`config.mk`:
```
export PLATFORM = sky130hd
export DESIGN_NAME = apu_dmc_flat
export DESIGN_NICKNAME = d
export VERILOG_FILES = /design/src/rtl/apu_pkg.sv /design/src/rtl/apu_dmc_if.sv /design/src/rtl/apu_divider_tick.sv /design/src/rtl/apu_dmc.sv /design/src/flat_wrapper.sv
export SDC_FILE = /design/constraint.sdc
export NUM_CORES = 1
export LEC_CHECK = 0
export CELL_PAD_IN_SITES_DETAIL_PLACEMENT = 1
export CELL_PAD_IN_SITES_GLOBAL_PLACEMENT = 1
export CORE_MARGIN = 3
export CORE_UTILIZATION = 45
export CTS_BUF_LIST = sky130_fd_sc_hd__clkbuf_4
export CTS_CLUSTER_SIZE = 16
export DETAILED_ROUTE_END_ITERATION = 10
export MAX_ROUTING_LAYER = met4
export PLACE_DENSITY = 0.88
export SYNTH_ARGS = -nofsm -noshare
export SYNTH_HDL_FRONTEND = slang
export SYNTH_SLANG_ARGS = --single-unit
```
`constraint.sdc`:
```
create_clock -name clk -period 2.67 [get_ports clk]
set_input_delay 0.4005 -clock clk [delete_from_list [all_inputs] [get_ports clk]]
set_output_delay 0.4005 -clock clk [all_outputs]
set_load 0.01 [all_outputs]
```
`src/rtl/apu_pkg.sv`:
```
// Shared APU constants: DMC rate table, sample address constants, register offsets.
package apu_pkg;

  localparam logic [15:0] DMC_ADDR_BASE = 16'hC000;
  localparam logic [15:0] DMC_ADDR_WRAP = 16'h8000;

  // Offsets within the $4010-$4013 window, shared with the APU register decoder
  localparam logic [1:0] DMC_REG_CTRL  = 2'd0;
  localparam logic [1:0] DMC_REG_DLOAD = 2'd1;
  localparam logic [1:0] DMC_REG_ADDR  = 2'd2;
  localparam logic [1:0] DMC_REG_LEN   = 2'd3;

  localparam logic [8:0] DMC_RATE_NTSC [16] = '{
    9'd428, 9'd380, 9'd340, 9'd320, 9'd286, 9'd254, 9'd226, 9'd214,
    9'd190, 9'd160, 9'd142, 9'd128, 9'd106, 9'd84,  9'd72,  9'd54
  };

  typedef enum logic {
    DMC_IDLE,
    DMC_FETCH
  } dmc_rd_state_e;

  function automatic logic [15:0] dmc_next_addr(input logic [15:0] a);
    return (a == 16'hFFFF) ? DMC_ADDR_WRAP : a + 16'd1;
  endfunction

  function automatic logic [15:0] dmc_start_addr(input logic [7:0] d);
    return DMC_ADDR_BASE + {2'b00, d, 6'b00_0000};
  endfunction

  function automatic logic [11:0] dmc_length(input logic [7:0] d);
    return {d, 4'b0000} + 12'd1;
  endfunction

endpackage

```
`src/rtl/apu_dmc_if.sv`:
```
// DMC sample-fetch port: level request with address, single-cycle acknowledge with data.
interface apu_dmc_if;
  logic        mem_req;
  logic [15:0] mem_addr;
  logic        mem_ack;
  logic [7:0]  mem_rdata;

  modport master (output mem_req, output mem_addr, input mem_ack, input mem_rdata);
  modport slave  (input mem_req, input mem_addr, output mem_ack, output mem_rdata);
endinterface

```
`src/rtl/apu_divider_tick.sv`:
```
// Reloadable down-counter: on each enable it decrements, and at zero it reloads and ticks.
module apu_divider_tick #(
  parameter int unsigned          WIDTH     = 9,
  parameter logic [WIDTH-1:0]     RESET_VAL = '0
) (
  input  logic             clk,
  input  logic             reset,
  input  logic             en,
  input  logic [WIDTH-1:0] reload_val,
  output logic             tick
);

  logic [WIDTH-1:0] count;

  assign tick = en && (count == '0);

  always_ff @(posedge clk) begin
    if (reset) begin
      count <= RESET_VAL;
    end else if (en) begin
      count <= (count == '0) ? reload_val : count - WIDTH'(1);
    end
  end

endmodule

```
`src/rtl/apu_dmc.sv`:
```
// APU delta modulation channel: sample reader, rate timer and 1-bit delta output unit.
module apu_dmc
  import apu_pkg::*;
(
  input  logic        clk,
  input  logic        reset,
  input  logic        cpu_tick,
  input  logic        reg_we,
  input  logic [1:0]  reg_addr,
  input  logic [7:0]  reg_wdata,
  input  logic        enable_we,
  input  logic        enable_wdata,
  apu_dmc_if.master   mem,
  output logic [6:0]  dmc_out,
  output logic        active,
  output logic        irq
);

  logic          irq_en, loop_en;
  logic [3:0]    rate_idx;
  logic [7:0]    addr_reg, len_reg;
  logic [15:0]   cur_addr;
  logic [11:0]   bytes_rem;
  logic [7:0]    sample_buf;
  logic          buf_full;
  dmc_rd_state_e rd_state;

  logic [2:0]    bits_rem;
  logic [7:0]    shift_reg;
  logic          silence;
  logic [6:0]    level;
  logic          out_clk;
  logic          buf_take;

  apu_divider_tick #(.WIDTH(9), .RESET_VAL(9'd427)) u_timer (
    .clk        (clk),
    .reset      (reset),
    .en         (cpu_tick),
    .reload_val (DMC_RATE_NTSC[rate_idx] - 9'd1),
    .tick       (out_clk)
  );

  // bits_rem == 0 encodes a full count of 8, so a decrement from 1 closes the byte
  assign buf_take = out_clk && (bits_rem == 3'd1) && buf_full;
  assign active   = (bytes_rem != '0);
  assign dmc_out  = level;

  always_ff @(posedge clk) begin
    if (reset) begin
      rd_state     <= DMC_IDLE;
      mem.mem_req  <= 1'b0;
      mem.mem_addr <= DMC_ADDR_BASE;
      cur_addr     <= DMC_ADDR_BASE;
      bytes_rem    <= '0;
      sample_buf   <= '0;
      buf_full     <= 1'b0;
      irq          <= 1'b0;
      irq_en       <= 1'b0;
      loop_en      <= 1'b0;
      rate_idx     <= '0;
      addr_reg     <= '0;
      len_reg      <= '0;
    end else begin
      case (rd_state)
        DMC_IDLE: begin
          if (!buf_full && bytes_rem != '0) begin
            rd_state     <= DMC_FETCH;
            mem.mem_req  <= 1'b1;
            mem.mem_addr <= cur_addr;
          end
        end
        DMC_FETCH: begin
          if (mem.mem_ack) begin
            rd_state    <= DMC_IDLE;
            mem.mem_req <= 1'b0;
            sample_buf  <= mem.mem_rdata;
            buf_full    <= 1'b1;
            cur_addr    <= dmc_next_addr(cur_addr);
            // A fetch finishing after a disable leaves bytes_rem at zero and raises nothing
            if (bytes_rem == 12'd1) begin
              if (loop_en) begin
                cur_addr  <= dmc_start_addr(addr_reg);
                bytes_rem <= dmc_length(len_reg);
              end else begin
                bytes_rem <= '0;
                if (irq_en) irq <= 1'b1;
              end
            end else if (bytes_rem != '0) begin
              bytes_rem <= bytes_rem - 12'd1;
            end
          end
        end
        default: rd_state <= DMC_IDLE;
      endcase

      if (buf_take) buf_full <= 1'b0;

      if (reg_we) begin
        case (reg_addr)
          DMC_REG_CTRL: begin
            irq_en   <= reg_wdata[7];
            loop_en  <= reg_wdata[6];
            rate_idx <= reg_wdata[3:0];
            if (!reg_wdata[7]) irq <= 1'b0;
          end
          DMC_REG_ADDR: addr_reg <= reg_wdata;
          DMC_REG_LEN:  len_reg  <= reg_wdata;
          default: ;
        endcase
      end

      if (enable_we) begin
        irq <= 1'b0;
        if (!enable_wdata) begin
          bytes_rem <= '0;
        end else if (bytes_rem == '0) begin
          cur_addr  <= dmc_start_addr(addr_reg);
          bytes_rem <= dmc_length(len_reg);
        end
      end
    end
  end

  always_ff @(posedge clk) begin
    if (reset) begin
      level     <= '0;
      bits_rem  <= '0;
      shift_reg <= '0;
      silence   <= 1'b1;
    end else begin
      if (out_clk) begin
        if (!silence) begin
          if (shift_reg[0] && level <= 7'd125)       level <= level + 7'd2;
          else if (!shift_reg[0] && level >= 7'd2)  level <= level - 7'd2;
        end
        shift_reg <= {1'b0, shift_reg[7:1]};
        bits_rem  <= bits_rem - 3'd1;
        if (bits_rem == 3'd1) begin
          if (buf_full) begin
            shift_reg <= sample_buf;
            silence   <= 1'b0;
          end else begin
            silence   <= 1'b1;
          end
        end
      end
      // Direct load overrides any delta step landing on the same edge
      if (reg_we && reg_addr == DMC_REG_DLOAD) level <= reg_wdata[6:0];
    end
  end

endmodule

```
`src/flat_wrapper.sv`:
```
// flat-port wrapper written by rule: the top's interface ports become plain ports
module apu_dmc_flat import apu_pkg::*;
  (clk, reset, cpu_tick, reg_we, reg_addr, reg_wdata, enable_we, enable_wdata, dmc_out, active, irq, mem_mem_req, mem_mem_addr, mem_mem_ack, mem_mem_rdata);
  apu_dmc_if mem_i ();
  input  logic clk;
  input  logic reset;
  input  logic cpu_tick;
  input  logic reg_we;
  input  logic [1:0] reg_addr;
  input  logic [7:0] reg_wdata;
  input  logic enable_we;
  input  logic enable_wdata;
  output logic [6:0] dmc_out;
  output logic active;
  output logic irq;
  output wire logic [$bits(mem_i.mem_req)-1:0] mem_mem_req;
  output wire logic [$bits(mem_i.mem_addr)-1:0] mem_mem_addr;
  input wire logic [$bits(mem_i.mem_ack)-1:0] mem_mem_ack;
  input wire logic [$bits(mem_i.mem_rdata)-1:0] mem_mem_rdata;
  assign mem_mem_req = mem_i.mem_req;
  assign mem_mem_addr = mem_i.mem_addr;
  assign mem_i.mem_ack = mem_mem_ack;
  assign mem_i.mem_rdata = mem_mem_rdata;
  apu_dmc u_core (.clk(clk), .reset(reset), .cpu_tick(cpu_tick), .reg_we(reg_we), .reg_addr(reg_addr), .reg_wdata(reg_wdata), .enable_we(enable_we), .enable_wdata(enable_wdata), .mem(mem_i), .dmc_out(dmc_out), .active(active), .irq(irq));
endmodule
```
# Yosys cells after proc, flatten, opt, wreduce, memory -nomap -nowiden
# Memories as Yosys holds them, arrays and structs flattened.
# Cells that the tools add are included.
dict set report totals {
  inputBits 25
  mem_count 1
  word_cells 108
  register_bits 106
  romBits 144
  out_inout_bits 26
}
# name depth width read_ports rd_ports_with_merged_regs write_ports line
set memory_table {}
lappend memory_table {{(no name shown)} 16 9 1 0 0 apu_dmc.sv:39} ;# .reload_val (DMC_RATE_NTSC[rate_idx] - 9'd1),
dict set report classes {
  mux 41
  order_cmp 3
  add_sub_neg 9
  bitwise_logic 2
  reduce_logical 25
  eq_ne 9
}
# cell n
set op_table {}
lappend op_table {{2-to-1 mux 16 bit} 8}
lappend op_table {{2-to-1 mux 12 bit} 8}
lappend op_table {{2-to-1 mux 7 bit} 5}
lappend op_table {{2-to-1 mux 9 bit} 3}
lappend op_table {{subtractor 9 x 1 -> 9 bit (second input constant)} 2}
lappend op_table {{adder 15 x 15 -> 16 bit (first input constant)} 1}
lappend op_table {{adder 16 x 1 -> 16 bit (second input constant)} 1}
lappend op_table {{equality test 16 bit (second input constant)} 1}
lappend op_table {{2-to-1 mux 8 bit} 2}
lappend op_table {{AND reduction 2 bit} 7}
lappend op_table {{2-to-1 mux 1 bit} 13}
lappend op_table {{adder 12 x 1 -> 12 bit (second input constant)} 1}
lappend op_table {{equality test 12 x 1 -> 1 bit (second input constant)} 1}
lappend op_table {{logical NOT 12 bit} 1}
lappend op_table {{nonzero test 12 bit} 1}
lappend op_table {{subtractor 12 x 1 -> 12 bit (second input constant)} 1}
lappend op_table {{logical NOT 9 bit} 1}
lappend op_table {{adder 7 x 2 -> 7 bit (second input constant)} 1}
lappend op_table {{>= comparator 7 x 2 -> 1 bit (second input constant)} 1}
lappend op_table {{<= comparator 7 bit (second input constant)} 1}
lappend op_table {{logical AND 1 bit} 7}
lappend op_table {{subtractor 7 x 2 -> 7 bit (second input constant)} 1}
lappend op_table {{>= comparator 5 bit (second input constant)} 1}
lappend op_table {{NOT 4 -> 5 bit} 1}
lappend op_table {{14 further kinds} 19}

# Logic depth before layout (Yosys ltp)
dict set report depth {
  ltp_word 9
  ltp_mapped 11
  depth_no_buf 11
}

# Hierarchy
# A second synthesis with hierarchy kept.
dict set report hier_totals {
  hier_cells 655
  hier_area_um2 5484.0
}
# mod cells_per_inst n_inst seq_area_each_um2 area_per_inst_um2
set by_module_without_submodules {}
lappend by_module_without_submodules {apu_dmc 589 1 1941.9 4959.8}
lappend by_module_without_submodules {apu_divider_tick 66 1 180.2 524.3}

# Worst setup path after synthesis
# OpenSTA, ideal clock, no wires.
dict set report synth_timing {
  path_type {register to register}
  start {register u_core.rate_idx[0]}
  end {register u_core.u_timer.count[6]}
  path_buffers 0
  arrival_time_ns 2.321
  setup_slack_ns 0.216
  setup_ns 0.133
  required_time_ns 2.537
  synth_period_minus_slack_ns 2.454
  stages_incl_launch_ff 12
  cell_sequence {dfxtp_1 inv_1 ha_1 nand2_1 a22o_1 a21oi_1 ha_1 nand2b_1 a2111oi_2 nand3_1 a31oi_1 a21oi_1}
}
dict set report synth_between {
  elab_chain_cells 6
}
# element line
set synth_rtl {}
lappend synth_rtl {{start: declaration} apu_dmc.sv:20} ;# logic [3:0] rate_idx;
lappend synth_rtl {{start signal: assignment} apu_dmc.sv:103} ;# rate_idx <= reg_wdata[3:0];
lappend synth_rtl {{NOT 4 -> 5 bit (implied by the code)} apu_dmc.sv:39}
lappend synth_rtl {{memory (16 x 9 bit)} -}
lappend synth_rtl {{2-to-1 mux 9 bit (implied by the code) (2 in a row)} apu_dmc.sv:39}
lappend synth_rtl {{subtractor 9 x 1 -> 9 bit} apu_dmc.sv:39}
lappend synth_rtl {{2-to-1 mux 9 bit} apu_divider_tick.sv:21} ;# count <= (count == '0) ? reload_val : count - WIDTH'(1);
lappend synth_rtl {{end signal: assignment} apu_divider_tick.sv:21}
lappend synth_rtl {{end: declaration} apu_divider_tick.sv:13} ;# logic [WIDTH-1:0] count;
# Every way passes these cells. The select of a mux whose other input is x is not followed.
# A chain may end at the register's enable or synchronous reset.

# Worst setup path after layout
dict set report layout_timing {
  start {register u_core.bytes_rem[1]}
  end {output port active}
}
dict set report layout_between {
  elab_chain_cells 1
}
# element line
set layout_rtl {}
lappend layout_rtl {{start: declaration} apu_dmc.sv:23} ;# logic [11:0] bytes_rem;
lappend layout_rtl {{start signal: assignment} apu_dmc.sv:83} ;# bytes_rem <= dmc_length(len_reg);
lappend layout_rtl {{start signal: assignment} apu_dmc.sv:89} ;# bytes_rem <= bytes_rem - 12'd1;
lappend layout_rtl {{start signal: assignment} apu_dmc.sv:118} ;# bytes_rem <= dmc_length(len_reg);
lappend layout_rtl {{nonzero test 12 bit} apu_dmc.sv:45} ;# assign active = (bytes_rem != '0);
lappend layout_rtl {{end: declaration} flat_wrapper.sv:14} ;# output logic active;
# Every way passes these cells.

==> metrics.txt <==
status finished clean; cell area power density 563 nW/um2; Max Clk Rate 0.394 GHz; pre-CTS WS around 0.042 ns; peak fanout along the critical path 4; DRT antenna net count 0; worst setup slack after layout between 0.1 and 0.15 ns; VDD IR max roughly 0.35 mV; Cell Area, Synth 5490 um2; All-Layer GR Usage between 20 and 30%; Data required, critical path roughly 2.3 ns; Avg Cell Area, Syn approximately 8.0 um2; Tcrit/Tclk final about 95%; Starting Density a little under half; Synth top cells by count 106 x dfxtp_1, 103 x nand2_1, 93 x nor2_1; RSZ-0062 raised after global routing false; synth unique cells 73; leakage 2.34 nW; # DRC 0; # fillers between 1,000 and 1,500; max incr delay on CP 0.47 ns; area share of the largest cell type after synthesis 38.7%; Max-cap violations 0; vias in the first global route approximately 5,300; Setup crit end kind output port; met2 Track Usage GR 42.3%; first-pass GRT wire length around 26,000 um; die span in y 116 um; IO Count 51; Layout area overhead 17.1%; Cells after Synth 687; start-to-end type of the worst setup path register to output port; critical-path cell list inv_1 -> ha_2 -> nor3b_4 -> and3_4 -> inv_1 -> clkdlybuf4s50_1; Area contributors post-synth dfxtp_1 39%, nand2_1 7.0%, nor2_1 6.4%, a21oi_1 5.1%, mux2i_1 4.2%; Synth Area in XOR/XNOR 4.15%; Fin. Hold Viols 0; Most common cell on crit path inv_1; CP startpoint kind register; largest area contributor in the netlist dfxtp_1; Detailed Routing Iterations Pass 1 5; share of the yosys chip area belonging to registers 38.7%; cell with the most instances after synthesis dfxtp_1; die width 116 um; 1st-iter DRT viols ~230; layout cells sized above 1 8.77%; clock latency on the worst-skew pair 0.51 ns; largest net degree at the start of global routing 38; Post-CTS Hold Buffers 0; grt ovf 0; floorplan core area 11,700 um2; Global Route met3 Usage 3.78%; Final Setup Violations 0; number of synthesized register bits between 100 and 150; port buffer count 50; WP data arrival 2.14 ns; mux cell area share after synthesis between 4 and 5%; dpl hpwl 12,100 um; grt met1 use 31.7%; final slew viol count 0; Worst Skew 0.0197 ns; Worst slew margin roughly a quarter; H-tree depth 3; CTS tree yes; Core Rows 39; Post-synth EDFFs 0; Slew @ Worst Pin ~1.1 ns; routed via count ~5,300; Final TNS setup 0 ns; Synth Area in Compound Gates 19.6%; antenna violations before repair 0; clk sink count 106; Num CTS Buffers 9; Final nets around 780; Tmin final roughly 2.5 ns; HP Class input pin to register; CTS root buf clkbuf_4; Largest regs u_core.cur_addr (16), u_core.mem.mem_addr (16), u_core.bytes_rem (12); Mapped Nets a little over 700; largest family of logic cells by synthesized area simple AND/OR/NAND/NOR gates; die area between 10,000 and 15,000 um2; Avg Vias per Cell about 6; Clock Path Buffers 2; Placer Congestion 0.930; CP max stage cell clkdlybuf4s50_1; busiest grt layer met2; total inserted antenna cells 0; fraction of registers with async set/reset 0%; routed wire length 16,200 um; ys flop type dfxtp_1; Post-Synth Adder-Cell Area 3.19%; Routed WL per cell 18.4 um; YS warnings 0; CTS clk-pin slew, worst paths 0.17 ns; simple-gate share of the synthesized area 25.6%
-- kinds of logic after synthesis --
| group | count (synthesis) |
|---|---|
| simple gates | 301 |
| compound gates | 159 |
| flops | 106 |
| buf+inv | 56 |
| xor+xnor | 26 |
| mux | 25 |
| fa+ha+maj | 14 |
-- worst max-delay path, delay by kind of cell, from the launching register on --
family	cells	cell delay [ns]
flops	1	0.36
fa+ha+maj	1	0.21
simple gates	2	0.46
buf+inv	3	0.61
-- per-stage QoR --
stage               total power [mW]  instance area (um2)  hold WS (ns)  util [%]  cells
CTS                             3.60                 6390         0.415      54.8    882
floorplan                       2.25                 5490         0.425         -    687
global placement                2.50                 6170         0.444      52.9    866
finish                          3.62                 6430         0.426      55.1    884
global route                    3.78                 6430         0.414      55.1    884
detailed placement              2.55                 6170         0.449      52.9    866
-- power by group --
group | total (mW) | switching (mW) | internal, mW
Sequential | 1.77 | 0.105 | 1.67
Clock | 1.07 | 0.580 | 0.488
Combinational | 0.779 | 0.459 | 0.320
Total | 3.62 | 1.14 | 2.48
-- placed cells by master (no fill, tap or decap), types with 19 or more instances in the layout --
cell type,Yosys,final
mux2i_1,23,23
nor2_1,93,93
inv_1,22,22
buf_4,0,22
nand3_1,20,20
a21oi_1,56,56
nor3_1,19,19
dfxtp_1,106,103
nand2_1,103,103
clkdlybuf4s50_1,0,49
-- metal layers --
metal	vias up	share of wire, %
met5	-	0
met4	0	1.2
met3	18	3.6
met2	111	49
met1	2619	46
li1	2537	-
-- path summary, 6_finish.rpt --
| kind | depth (start not counted) | slack, ns | from | endpoint |
|---|---|---|---|---|
| worst max-delay path | 6 | 0.13 | u_core.bytes_rem[1] | active |
| worst min-delay path | 3 | 0.43 | mem_mem_rdata[0] | u_core.sample_buf[0] |
| worst max register to register | 8 | 0.14 | u_core.rate_idx[1] | u_core.u_timer.count[7] |
| worst min register to register | 2 | 0.47 | u_core.mem.mem_addr[5] | u_core.mem.mem_addr[5] |
-- cell type report --
type / instances / area, um2 / area share [%]
clock inverters: 6 / 113 / 1.75
repair buffers: 72 / 661 / 10.3
inverters: 22 / 82.6 / 1.28
flip-flops and latches: 106 / 2130 / 33.1
well taps: 143 / 179 / 2.78
multi-input cells: 525 / 3190 / 49.6
clock buffers: 10 / 75.1 / 1.17
-- what timing repair did --
action                                  in CTS  in global routing
pin swaps                                    0                  1
endpoints found under the setup margin       1                  6
endpoints found under the hold margin        0                  0
setup buffers                                0                  2
resized for setup                            6                  6
Power figures use the tool's default switching activity.
